File: config.mk
export PLATFORM = sky130hd
export DESIGN_NAME = frame_packer_flat
export DESIGN_NICKNAME = d
export VERILOG_FILES = /design/src/rtl/frame_pkg.sv /design/src/rtl/frame_packer_if.sv /design/src/rtl/frame_packer_sample_buf.sv /design/src/rtl/frame_packer.sv /design/src/flat_wrapper.sv
export SDC_FILE = /design/constraint.sdc
export NUM_CORES = 1
export LEC_CHECK = 0
export BUFFER_PORTS_ARGS = -buffer_cell sky130_fd_sc_hd__buf_2
export CAP_MARGIN = 20
export CORE_ASPECT_RATIO = 0.5
export CORE_MARGIN = 2
export CORE_UTILIZATION = 35
export DETAILED_ROUTE_END_ITERATION = 8
export PLACE_DENSITY_LB_ADDON = 0.05
export SYNTH_ARGS = -nofsm -noshare
export SYNTH_HDL_FRONTEND = slang
export SYNTH_SLANG_ARGS = --single-unit
File: constraint.sdc
create_clock -name clk_25m -period 3.55 [get_ports clk_25m]
set_input_delay 0.71 -clock clk_25m [delete_from_list [all_inputs] [get_ports clk_25m]]
set_output_delay 0.71 -clock clk_25m [all_outputs]
set_load 0.005 [all_outputs]
File: src/rtl/frame_pkg.sv
// Shared types and defaults for the frame packer and its sample buffer.
package frame_pkg;

    localparam int         DEPTH_DEFAULT = 64;
    localparam logic [7:0] HDR0_DEFAULT  = 8'hEB;
    localparam logic [7:0] HDR1_DEFAULT  = 8'h90;

    typedef enum logic [3:0] {
        ST_IDLE,
        ST_COLLECT,
        ST_HDR0,
        ST_HDR1,
        ST_CHAN,
        ST_LEN,
        ST_PAY_HI,
        ST_PAY_LO,
        ST_CSUM
    } state_t;

    // Increment that sticks at 255 instead of wrapping.
    function automatic logic [7:0] sat_inc8(input logic [7:0] v);
        return (v == 8'hFF) ? v : v + 8'd1;
    endfunction

endpackage

File: src/rtl/frame_packer_if.sv
// Byte stream from the packer to the byte sink (valid/ready handshake).
interface frame_packer_if;

    logic [7:0] tx_data;
    logic       tx_valid;
    logic       tx_ready;

    modport master (
        output tx_data,
        output tx_valid,
        input  tx_ready
    );

    modport slave (
        input  tx_data,
        input  tx_valid,
        output tx_ready
    );

endinterface

File: src/rtl/frame_packer_sample_buf.sv
// 16-bit simple dual-port sample RAM with a registered read port.
module sample_buf #(
    parameter int DEPTH = frame_pkg::DEPTH_DEFAULT,
    parameter int AW    = 6
) (
    input  logic          clk_25m,
    input  logic          wr_en,
    input  logic [AW-1:0] wr_addr,
    input  logic [15:0]   wr_data,
    input  logic [AW-1:0] rd_addr,
    output logic [15:0]   rd_data
);

    logic [15:0] mem [DEPTH];

    // Write port and registered read; a same-address collision returns the old word.
    always_ff @(posedge clk_25m) begin
        if (wr_en) begin
            mem[wr_addr] <= wr_data;
        end
        rd_data <= mem[rd_addr];
    end

endmodule

File: src/rtl/frame_packer.sv
// Collects one data_flag burst into the sample buffer, then emits it as a
// framed byte stream: HDR0 HDR1 CHAN LEN {MSB LSB}*count CSUM.
//
// state      | meaning
// -----------+-----------------------------------------------------------
// IDLE       | waiting for a data_flag rising edge
// COLLECT    | writing burst samples into the buffer
// HDR0       | first sync byte on tx_data
// HDR1       | second sync byte on tx_data
// CHAN       | latched channel byte on tx_data
// LEN        | sample count byte on tx_data
// PAY_HI     | MSB of current sample on tx_data
// PAY_LO     | LSB of current sample on tx_data
// CSUM       | checksum byte on tx_data
module frame_packer
    import frame_pkg::*;
#(
    parameter int         DEPTH = DEPTH_DEFAULT,
    parameter logic [7:0] HDR0  = HDR0_DEFAULT,
    parameter logic [7:0] HDR1  = HDR1_DEFAULT
) (
    input  logic           clk_25m,
    input  logic           rst,
    input  logic [15:0]    data_in,
    input  logic           data_flag,
    input  logic [3:0]     channel_number,
    frame_packer_if.master tx,
    output logic           frame_busy,
    output logic           overflow,
    output logic [7:0]     drop_cnt
);

    localparam int AW = (DEPTH > 1) ? $clog2(DEPTH) : 1;
    localparam int CW = $clog2(DEPTH + 1);

    state_t        state_q, state_nxt;
    logic [CW-1:0] count_q, count_nxt;
    logic [CW-1:0] rd_idx_q, rd_idx_nxt;
    logic [3:0]    chan_q, chan_nxt;
    logic [7:0]    tx_data_q, tx_data_nxt;
    logic          tx_valid_q, tx_valid_nxt;
    logic [7:0]    csum_q, csum_nxt;
    logic          overflow_q, overflow_nxt;
    logic [7:0]    drop_q, drop_nxt;
    logic          flag_d_q;

    logic          wr_en;
    logic [AW-1:0] wr_addr;
    logic [15:0]   rd_data;
    logic          rise;
    logic          xfer;

    assign rise = data_flag && !flag_d_q;
    assign xfer = tx_valid_q && tx.tx_ready;

    // The read address follows the next index so rd_data already holds the
    // upcoming sample when the state that needs it is reached; this keeps
    // tx_valid free of bubbles across sample boundaries.
    sample_buf #(
        .DEPTH (DEPTH),
        .AW    (AW)
    ) u_buf (
        .clk_25m (clk_25m),
        .wr_en   (wr_en),
        .wr_addr (wr_addr),
        .wr_data (data_in),
        .rd_addr (rd_idx_nxt[AW-1:0]),
        .rd_data (rd_data)
    );

    // State and datapath registers with synchronous reset.
    always_ff @(posedge clk_25m) begin
        if (rst) begin
            state_q    <= ST_IDLE;
            count_q    <= '0;
            rd_idx_q   <= '0;
            chan_q     <= 4'h0;
            tx_data_q  <= 8'h00;
            tx_valid_q <= 1'b0;
            csum_q     <= 8'h00;
            overflow_q <= 1'b0;
            drop_q     <= 8'h00;
            flag_d_q   <= 1'b0;
        end else begin
            state_q    <= state_nxt;
            count_q    <= count_nxt;
            rd_idx_q   <= rd_idx_nxt;
            chan_q     <= chan_nxt;
            tx_data_q  <= tx_data_nxt;
            tx_valid_q <= tx_valid_nxt;
            csum_q     <= csum_nxt;
            overflow_q <= overflow_nxt;
            drop_q     <= drop_nxt;
            flag_d_q   <= data_flag;
        end
    end

    // Next-state, buffer write and output byte selection.
    always_comb begin
        state_nxt    = state_q;
        count_nxt    = count_q;
        rd_idx_nxt   = rd_idx_q;
        chan_nxt     = chan_q;
        tx_data_nxt  = tx_data_q;
        tx_valid_nxt = tx_valid_q;
        csum_nxt     = csum_q;
        overflow_nxt = overflow_q;
        drop_nxt     = drop_q;
        wr_en        = 1'b0;
        wr_addr      = count_q[AW-1:0];

        // Any burst that starts outside IDLE is dropped whole; it never
        // touches the buffer, so the frame in flight stays intact.
        if (rise && (state_q != ST_IDLE)) begin
            drop_nxt = sat_inc8(drop_q);
        end

        case (state_q)
            ST_IDLE: begin
                rd_idx_nxt = '0;
                if (rise) begin
                    wr_en     = 1'b1;
                    wr_addr   = '0;
                    chan_nxt  = channel_number;
                    count_nxt = CW'(1);
                    state_nxt = ST_COLLECT;
                end
            end
            ST_COLLECT: begin
                if (data_flag) begin
                    if (count_q < CW'(DEPTH)) begin
                        wr_en     = 1'b1;
                        count_nxt = count_q + CW'(1);
                    end else begin
                        overflow_nxt = 1'b1;
                    end
                end else begin
                    tx_valid_nxt = 1'b1;
                    tx_data_nxt  = HDR0;
                    csum_nxt     = 8'h00;
                    state_nxt    = ST_HDR0;
                end
            end
            ST_HDR0: begin
                if (xfer) begin
                    tx_data_nxt = HDR1;
                    state_nxt   = ST_HDR1;
                end
            end
            ST_HDR1: begin
                if (xfer) begin
                    tx_data_nxt = {4'h0, chan_q};
                    state_nxt   = ST_CHAN;
                end
            end
            ST_CHAN: begin
                if (xfer) begin
                    csum_nxt    = csum_q + tx_data_q;
                    tx_data_nxt = 8'(count_q);
                    state_nxt   = ST_LEN;
                end
            end
            ST_LEN: begin
                if (xfer) begin
                    csum_nxt    = csum_q + tx_data_q;
                    tx_data_nxt = rd_data[15:8];
                    state_nxt   = ST_PAY_HI;
                end
            end
            ST_PAY_HI: begin
                if (xfer) begin
                    csum_nxt    = csum_q + tx_data_q;
                    tx_data_nxt = rd_data[7:0];
                    rd_idx_nxt  = rd_idx_q + CW'(1);
                    state_nxt   = ST_PAY_LO;
                end
            end
            ST_PAY_LO: begin
                if (xfer) begin
                    csum_nxt = csum_q + tx_data_q;
                    if (rd_idx_q == count_q) begin
                        tx_data_nxt = csum_nxt;
                        state_nxt   = ST_CSUM;
                    end else begin
                        tx_data_nxt = rd_data[15:8];
                        state_nxt   = ST_PAY_HI;
                    end
                end
            end
            ST_CSUM: begin
                if (xfer) begin
                    tx_valid_nxt = 1'b0;
                    count_nxt    = '0;
                    rd_idx_nxt   = '0;
                    state_nxt    = ST_IDLE;
                end
            end
            default: begin
                state_nxt = ST_IDLE;
            end
        endcase
    end

    assign tx.tx_data  = tx_data_q;
    assign tx.tx_valid = tx_valid_q;
    assign frame_busy  = (state_q != ST_IDLE);
    assign overflow    = overflow_q;
    assign drop_cnt    = drop_q;

endmodule

File: src/flat_wrapper.sv
// flat-port wrapper written by rule: the top's interface ports become plain ports
module frame_packer_flat import frame_pkg::*;
#(
    parameter int         DEPTH = DEPTH_DEFAULT,
    parameter logic [7:0] HDR0  = HDR0_DEFAULT,
    parameter logic [7:0] HDR1  = HDR1_DEFAULT
)
  (clk_25m, rst, data_in, data_flag, channel_number, frame_busy, overflow, drop_cnt, tx_tx_data, tx_tx_valid, tx_tx_ready);
  frame_packer_if tx_i ();
  input  logic clk_25m;
  input  logic rst;
  input  logic [15:0] data_in;
  input  logic data_flag;
  input  logic [3:0] channel_number;
  output logic frame_busy;
  output logic overflow;
  output logic [7:0] drop_cnt;
  output wire logic [$bits(tx_i.tx_data)-1:0] tx_tx_data;
  output wire logic [$bits(tx_i.tx_valid)-1:0] tx_tx_valid;
  input wire logic [$bits(tx_i.tx_ready)-1:0] tx_tx_ready;
  assign tx_tx_data = tx_i.tx_data;
  assign tx_tx_valid = tx_i.tx_valid;
  assign tx_i.tx_ready = tx_tx_ready;
  frame_packer #(.DEPTH(DEPTH), .HDR0(HDR0), .HDR1(HDR1)) u_core (.clk_25m(clk_25m), .rst(rst), .data_in(data_in), .data_flag(data_flag), .channel_number(channel_number), .tx(tx_i), .frame_busy(frame_busy), .overflow(overflow), .drop_cnt(drop_cnt));
endmodule
# == Word level (Yosys, flattened, before mapping) ==
# Memory sizes are Yosys's and may differ from the RTL's. A register that Yosys moved wholly into a read port is not among the register bits.
# Index checks and enable logic that the tools add are counted.
# word_totals
reg_bits,49
output_inout_bits,19
n_memories,1
latchBits,0
romBits,0
wordCells,104
input_bits,24
ramBits,1024
# memory_table
name,depth,width,rd,rd_clocked_by_memory_dff,wr,line_no,source
u_core.u_buf.mem,64,16,1,1,1,frame_packer_sample_buf.sv:14,logic [15:0] mem [DEPTH];
# op_classes
n_mul,0
bitwise_logic,2
addsub,4
reduce_logical,21
magnitude_cmp,1
n_eq_ne,22
n_mux,42
div,0
shifts,0
# op_table
cell,n
8-bit two-way mux,10
8-bit one-hot mux with 7 select lines,1
7-bit two-way mux,6
7-bit one-hot mux with 3 select lines,2
4-bit two-way mux,10
4-bit one-hot mux with 9 select lines,1
"2-bit by 1-bit != test with 1-bit output, second input constant",10
"4-bit by 3-bit == test with 1-bit output, second input constant",4
8-bit one-hot mux with 2 select lines,1
"7-bit by 1-bit adder with 7-bit output, second input constant",2
6-bit two-way mux,2
3-bit AND reduction,4
9-bit AND reduction,1
"8-bit by 1-bit adder with 8-bit output, second input constant",1
8-bit adder,1
"4-bit by 2-bit == test with 1-bit output, second input constant",2
"8-bit == test, second input constant",1
8-bit AND reduction,1
7-bit == test,1
"7-bit < comparator, second input constant",1
1-bit two-way mux,7
7-bit nonzero test,1
3-bit nonzero test,2
5-bit AND reduction,1
12 further kinds,19

# == Logic depth before layout (Yosys ltp) ==
# logic_depth
ltp_word,6
ltp_mapped,15
depth_no_buf,11

# == Modules after synthesis ==
# Synthesis repeated with hierarchy kept, for this count alone.
# hier_totals
cells_unflattened,2189
area_unflattened_um2,43093.8
# modules_own_cells
mod,n_inst,area_per_inst_um2,cells_each
sample_buf,1,40042.2,1829
frame_packer,1,3051.7,360

# == Least setup slack after synthesis ==
# OpenSTA, ideal clock, no wires.
# synth_timing
path_type,reg-to-reg
from,reg u_core.state_q[2]
to,"mem u_core.u_buf.mem[47][0], enable pin"
slack_ns,0.057
required_time_ns,3.141
path_buffers,4
arrival_ns,3.084
setup_ns,0.409
path_stages_with_launch,10
path_cell_list,dfxtp_1 -> buf_4 -> clkbuf_1 -> or2_2 -> clkbuf_1 -> or3_1 -> clkbuf_1 -> nand3_1 -> nand2b_1 -> nor3_1
# synth_between
elab_chain_len,4
word_cells_on_any_way,6
cone_classes,eq/ne (1); mux (4); reduce/logical (1)
# synth_lines
item,line_no,source
from (decl),frame_packer.sv:36,"state_t state_q, state_nxt;"
from (signal assigned),frame_packer.sv:85,state_q <= state_nxt;
4-bit by 1-bit == test with 1-bit output or 4-bit logical NOT (tied branches),frame_packer.sv:118,case (state_q)
1-bit one-hot mux with 2 select lines,frame_packer.sv:118,
1-bit two-way mux,frame_packer_sample_buf.sv:18,if (wr_en) begin
1-bit two-way mux (not written as such),frame_packer_sample_buf.sv:19,mem[wr_addr] <= wr_data;
to (decl),frame_packer_sample_buf.sv:14,
# Several ways; a longest one is shown, not always the timed one.

# == Final worst setup path ==
# layout_timing
from,"reg u_core.tx_valid_q, in the netlist u_core.tx.tx_valid"
to,"reg u_core.u_buf.rd_data[5], read port of u_core.u_buf.mem"
# layout_between
elab_chain_len,3
word_cells_on_any_way,4
cone_classes,mux (3); reduce/logical (1)
# layout_lines
item,line_no,source
from (decl),frame_packer.sv:41,"logic tx_valid_q, tx_valid_nxt;"
from (signal assigned),frame_packer.sv:90,tx_valid_q <= tx_valid_nxt;
1-bit logical AND *,frame_packer.sv:54,assign xfer = tx_valid_q && tx.tx_ready;
"7-bit two-way mux, on equally long branches","frame_packer.sv:191, frame_packer.sv:171",
7-bit one-hot mux with 3 select lines *,frame_packer.sv:118,
to (decl),frame_packer_sample_buf.sv:11,output logic [15:0] rd_data
# Mark *: on every way between the ends. The rest lies on a longest branch, timed or not. The select of a mux whose other input is x is not followed.
# A chain may end at the register's enable or synchronous reset.

==> impl_metrics.ini <==
[sta]
slew-limit-headroom = 0.323
rsz0062_at_grt = yes
max_freq_ghz = 0.275
drv_slew = 0
period_needed_ns = 3.63
hold_viol = 0
clock_skew_ns = 0.0198
setup_ws_ns = -0.0830
fin_crit_sh = 1.02
tightest_slew_ns = 1.02
setup_violations = 3

[place]
portBuffers = 42
place_inst = 5268
gp_congestion = 0.812
dp_hpwl_mm = 95.9
postPlaceCellArea_mm2 = 0.0502

[cells_and_area]
syn2layout_area_growth_pct = 23.8
final_common_cell = edfxtp_1
drive_gt1_frac = 0.223
nets = 3787
layout_common_cells = 1,024 x edfxtp_1, 703 x nand2_1, 391 x buf_4
fillers = 11600
regArea_mm2 = 0.0321
fin_cells = 5529
final_area_mm2 = 0.0550
multi_input_area_mm2 = 0.0117

[power_and_ir_drop]
p_sw_mw = 6.79
peakVddDrop_mv = 0.363
p_total_mw = 28.0
combPwrFrac = 0.086
power.leakage_nw = 19.1
pwr-share-clk = 0.401
p_per_area_mw_per_mm2 = 509
p_sw_frac = 0.243
power_frac_seq = 0.513
p_int_mw = 21.2

[worst_setup_path]
slowest_stage = nand4_1
crit_path_start_kind = flip-flop
critical_path.cell_chain = and2_4 > inv_4 > ha_4 > nor2b_4 > a221o_4 > buf_6 > and2_4 > buf_16 > bufbuf_16 > nand2_1 > a31oi_1 > o2111ai_1 > nand4_1 > or2_1
crit_start = u_core.tx.tx_valid
arrival_ns = 4.24
worstPathRequired_ns = 4.15
cpPeakStageDelay_ns = 0.60
rr_worst_depth = 14
crit_family = simple AND/OR/NAND/NOR gates
path_buf_inv = 4
critPathKind = reg2reg
r2r_slack_ns = -0.08
worstPathMaxFanout = 7
end_kind = flip-flop
r2r-start = u_core.tx.tx_valid
reg2reg_to = u_core.u_buf.rd_data[5]
cp_common_cell = and2_4

[floorplanning]
die_h_um = 256
io_pins = 43
die_x_um = 508
core_area_mm2 = 0.126
die_area_mm2 = 0.130
start_util = 0.352
rows = 92

[synthesis]
ys.flop_type = edfxtp_1
synth-edff-count = 1024
synth_nets = 3371
async_flop_share = 0
postSynthCellCount = 3335
yosys_warnings = 0
yosysSeqAreaShare = 0.722
synth_area_mm2 = 0.0444
ys_ff_latch = 1089
synthDistinctLibCells = 79
postSynthAreaPerCell_um2 = 13.3

[clock_tree]
insertion_delay_ns = 0.73
cts.htree.levels = 3
cts_sinks = 1089
cts_inserted_buffers = 103
cts_tree = yes
clockBufferDepth = 3
clock-root-buffer = clkbuf_16
clk_pin_slew_ns = 0.06
cts_hold_buffers = 0

[detailed_routing]
vias = 30100
drtAntennaViolNets = 0
drtIter0Drc = 3105
drt_first_pass_iters = 6
routedWlPerCell_um = 27.5
viasPerCell = 5.45
drt_wl_total_mm = 152
drc = 0

[global_route]
antenna_found_initial = 6
grt-ovfl-total = 0
grt_start_max_net_pins = 65
grt_pass1_vias = 29400
grt_use_total = 0.232
grt_pass1_wl_mm = 219

[min_path]
hold_depth = 3
min_from = channel_number[0]
hold_end = u_core.chan_q[0]
hp-class = in2reg

[flow_run]
cap_violations = 0

[outcome]
outcome = complete, but fails checks
violations = negative setup slack
repair_timing:
item / CTS / global route
gates resized for setup: 90 / 50
setup buffers: 31 / 35
pin swaps: 30 / 40
endpoints found under the setup margin: 13 / 13
cloned: 7 / 0
power groups by stage:
stage	clock network, mW	logic, mW	registers [mW]
2_1_floorplan	0	0.944	14.5
3_3_place_gp	0	2.28	14.6
3_5_place_dp	0	2.29	14.6
4_1_cts	11.4	2.38	14.4
5_1_grt	11.9	2.55	14.4
6_report	11.2	2.40	14.4
cells in the mapped netlist (15+ instances only):
library cell / n / share of area
nor2_1: 126 / 0.011
buf_2: 80 / 0.0090
dfxtp_1: 65 / 0.029
a31oi_1: 101 / 0.014
nor4_1: 19 / 0.0027
o2111ai_1: 66 / 0.013
xnor2_1: 15 / 0.0030
clkbuf_1: 134 / 0.011
edfxtp_1: 1024 / 0.69
inv_1: 19 / 0.0016
a211oi_2: 16 / 0.0045
nand4_1: 32 / 0.0045
a222oi_1: 15 / 0.0034
and3_1: 177 / 0.025
nor3_1: 22 / 0.0025
nand2_1: 705 / 0.060
a311oi_1: 95 / 0.019
a211oi_1: 157 / 0.027
o21ai_0: 20 / 0.0023
buf_1: 23 / 0.0019
a21oi_1: 43 / 0.0048
nand3_1: 196 / 0.022
cells by family after synthesis:
logic type | after synthesis | share of synthesized area
XOR/XNOR | 22 | 0.00434
flip-flops | 1089 | 0.722
AND/OR/NAND/NOR | 1349 | 0.139
multiplexers | 19 | 0.00451
buffers and inverters | 270 | 0.0268
AO/OA/AOI/OAI | 574 | 0.0996
adder cells (fa/ha/maj) | 12 | 0.00355
worst reg2reg max path, delay by kind of cell, from the launching register on:
family / cells / cell delay, ns
adders and majority gates: 1 / 0.15
buffers and inverters: 4 / 0.67
AOI/OAI and AO/OA: 3 / 0.80
and+or+nand+nor: 6 / 1.57
DFF: 1 / 0.33
registers in the layout (all words and copies together) (netlist names):
register	cells
u_core.u_buf.mem	1024
u_core.u_buf.rd_data	16
u_core.csum_q	8
u_core.drop_cnt	8
u_core.tx.tx_data	8
u_core.count_q	7
u_core.rd_idx_q	7
u_core.chan_q	4
u_core.state_q	4
u_core.flag_d_q	1
u_core.overflow	1
u_core.tx.tx_valid	1
how the worst max path moves through the flow:
stage,endpoint,slack [ns],depth (start not counted)
floorplan,u_core.u_buf.mem[47][0],0.06,9
global placement,u_core.u_buf.rd_data[5],-0.93,14
detailed placement,u_core.u_buf.rd_data[5],-0.95,14
CTS,u_core.u_buf.rd_data[5],-0.02,13
global route,u_core.u_buf.rd_data[1],-0.09,16
finish,u_core.u_buf.rd_data[5],-0.08,14
metal layers:
metal / up-vias / share of wire / wire length (µm) / GRT usage
met5: - / 0 / 0 / 0
li1: 13600 / - / - / -
met2: 764 / 0.45 / 69100 / 0.356
met3: 144 / 0.054 / 8150 / 0.0363
met4: 0 / 0.015 / 2340 / 0.0419
met1: 15600 / 0.48 / 72700 / 0.349
stage by stage:
step           hold WS, ns  setup slack, ns  setup TNS [ns]  utilization
2_1_floorplan        0.437           0.0572               0            -
3_3_place_gp         0.458           -0.933          -10.55        0.399
5_1_grt              0.240          -0.0934          -0.311        0.436
3_5_place_dp         0.470           -0.949          -10.27        0.399
6_report             0.250          -0.0830          -0.150        0.436
4_1_cts              0.201          -0.0182         -0.0248        0.432
final cells by class:
class	count	area share
Antenna cell	3	0.000137
Clock buffer	138	0.0504
Clock inverter	50	0.00986
Inverter	19	0.00134
Multi-Input combinational cell	1976	0.213
Sequential cell	1089	0.584
Tap cell	1692	0.0385
Timing Repair Buffer	562	0.103
Note: power is estimated with default switching activity, not from simulation.
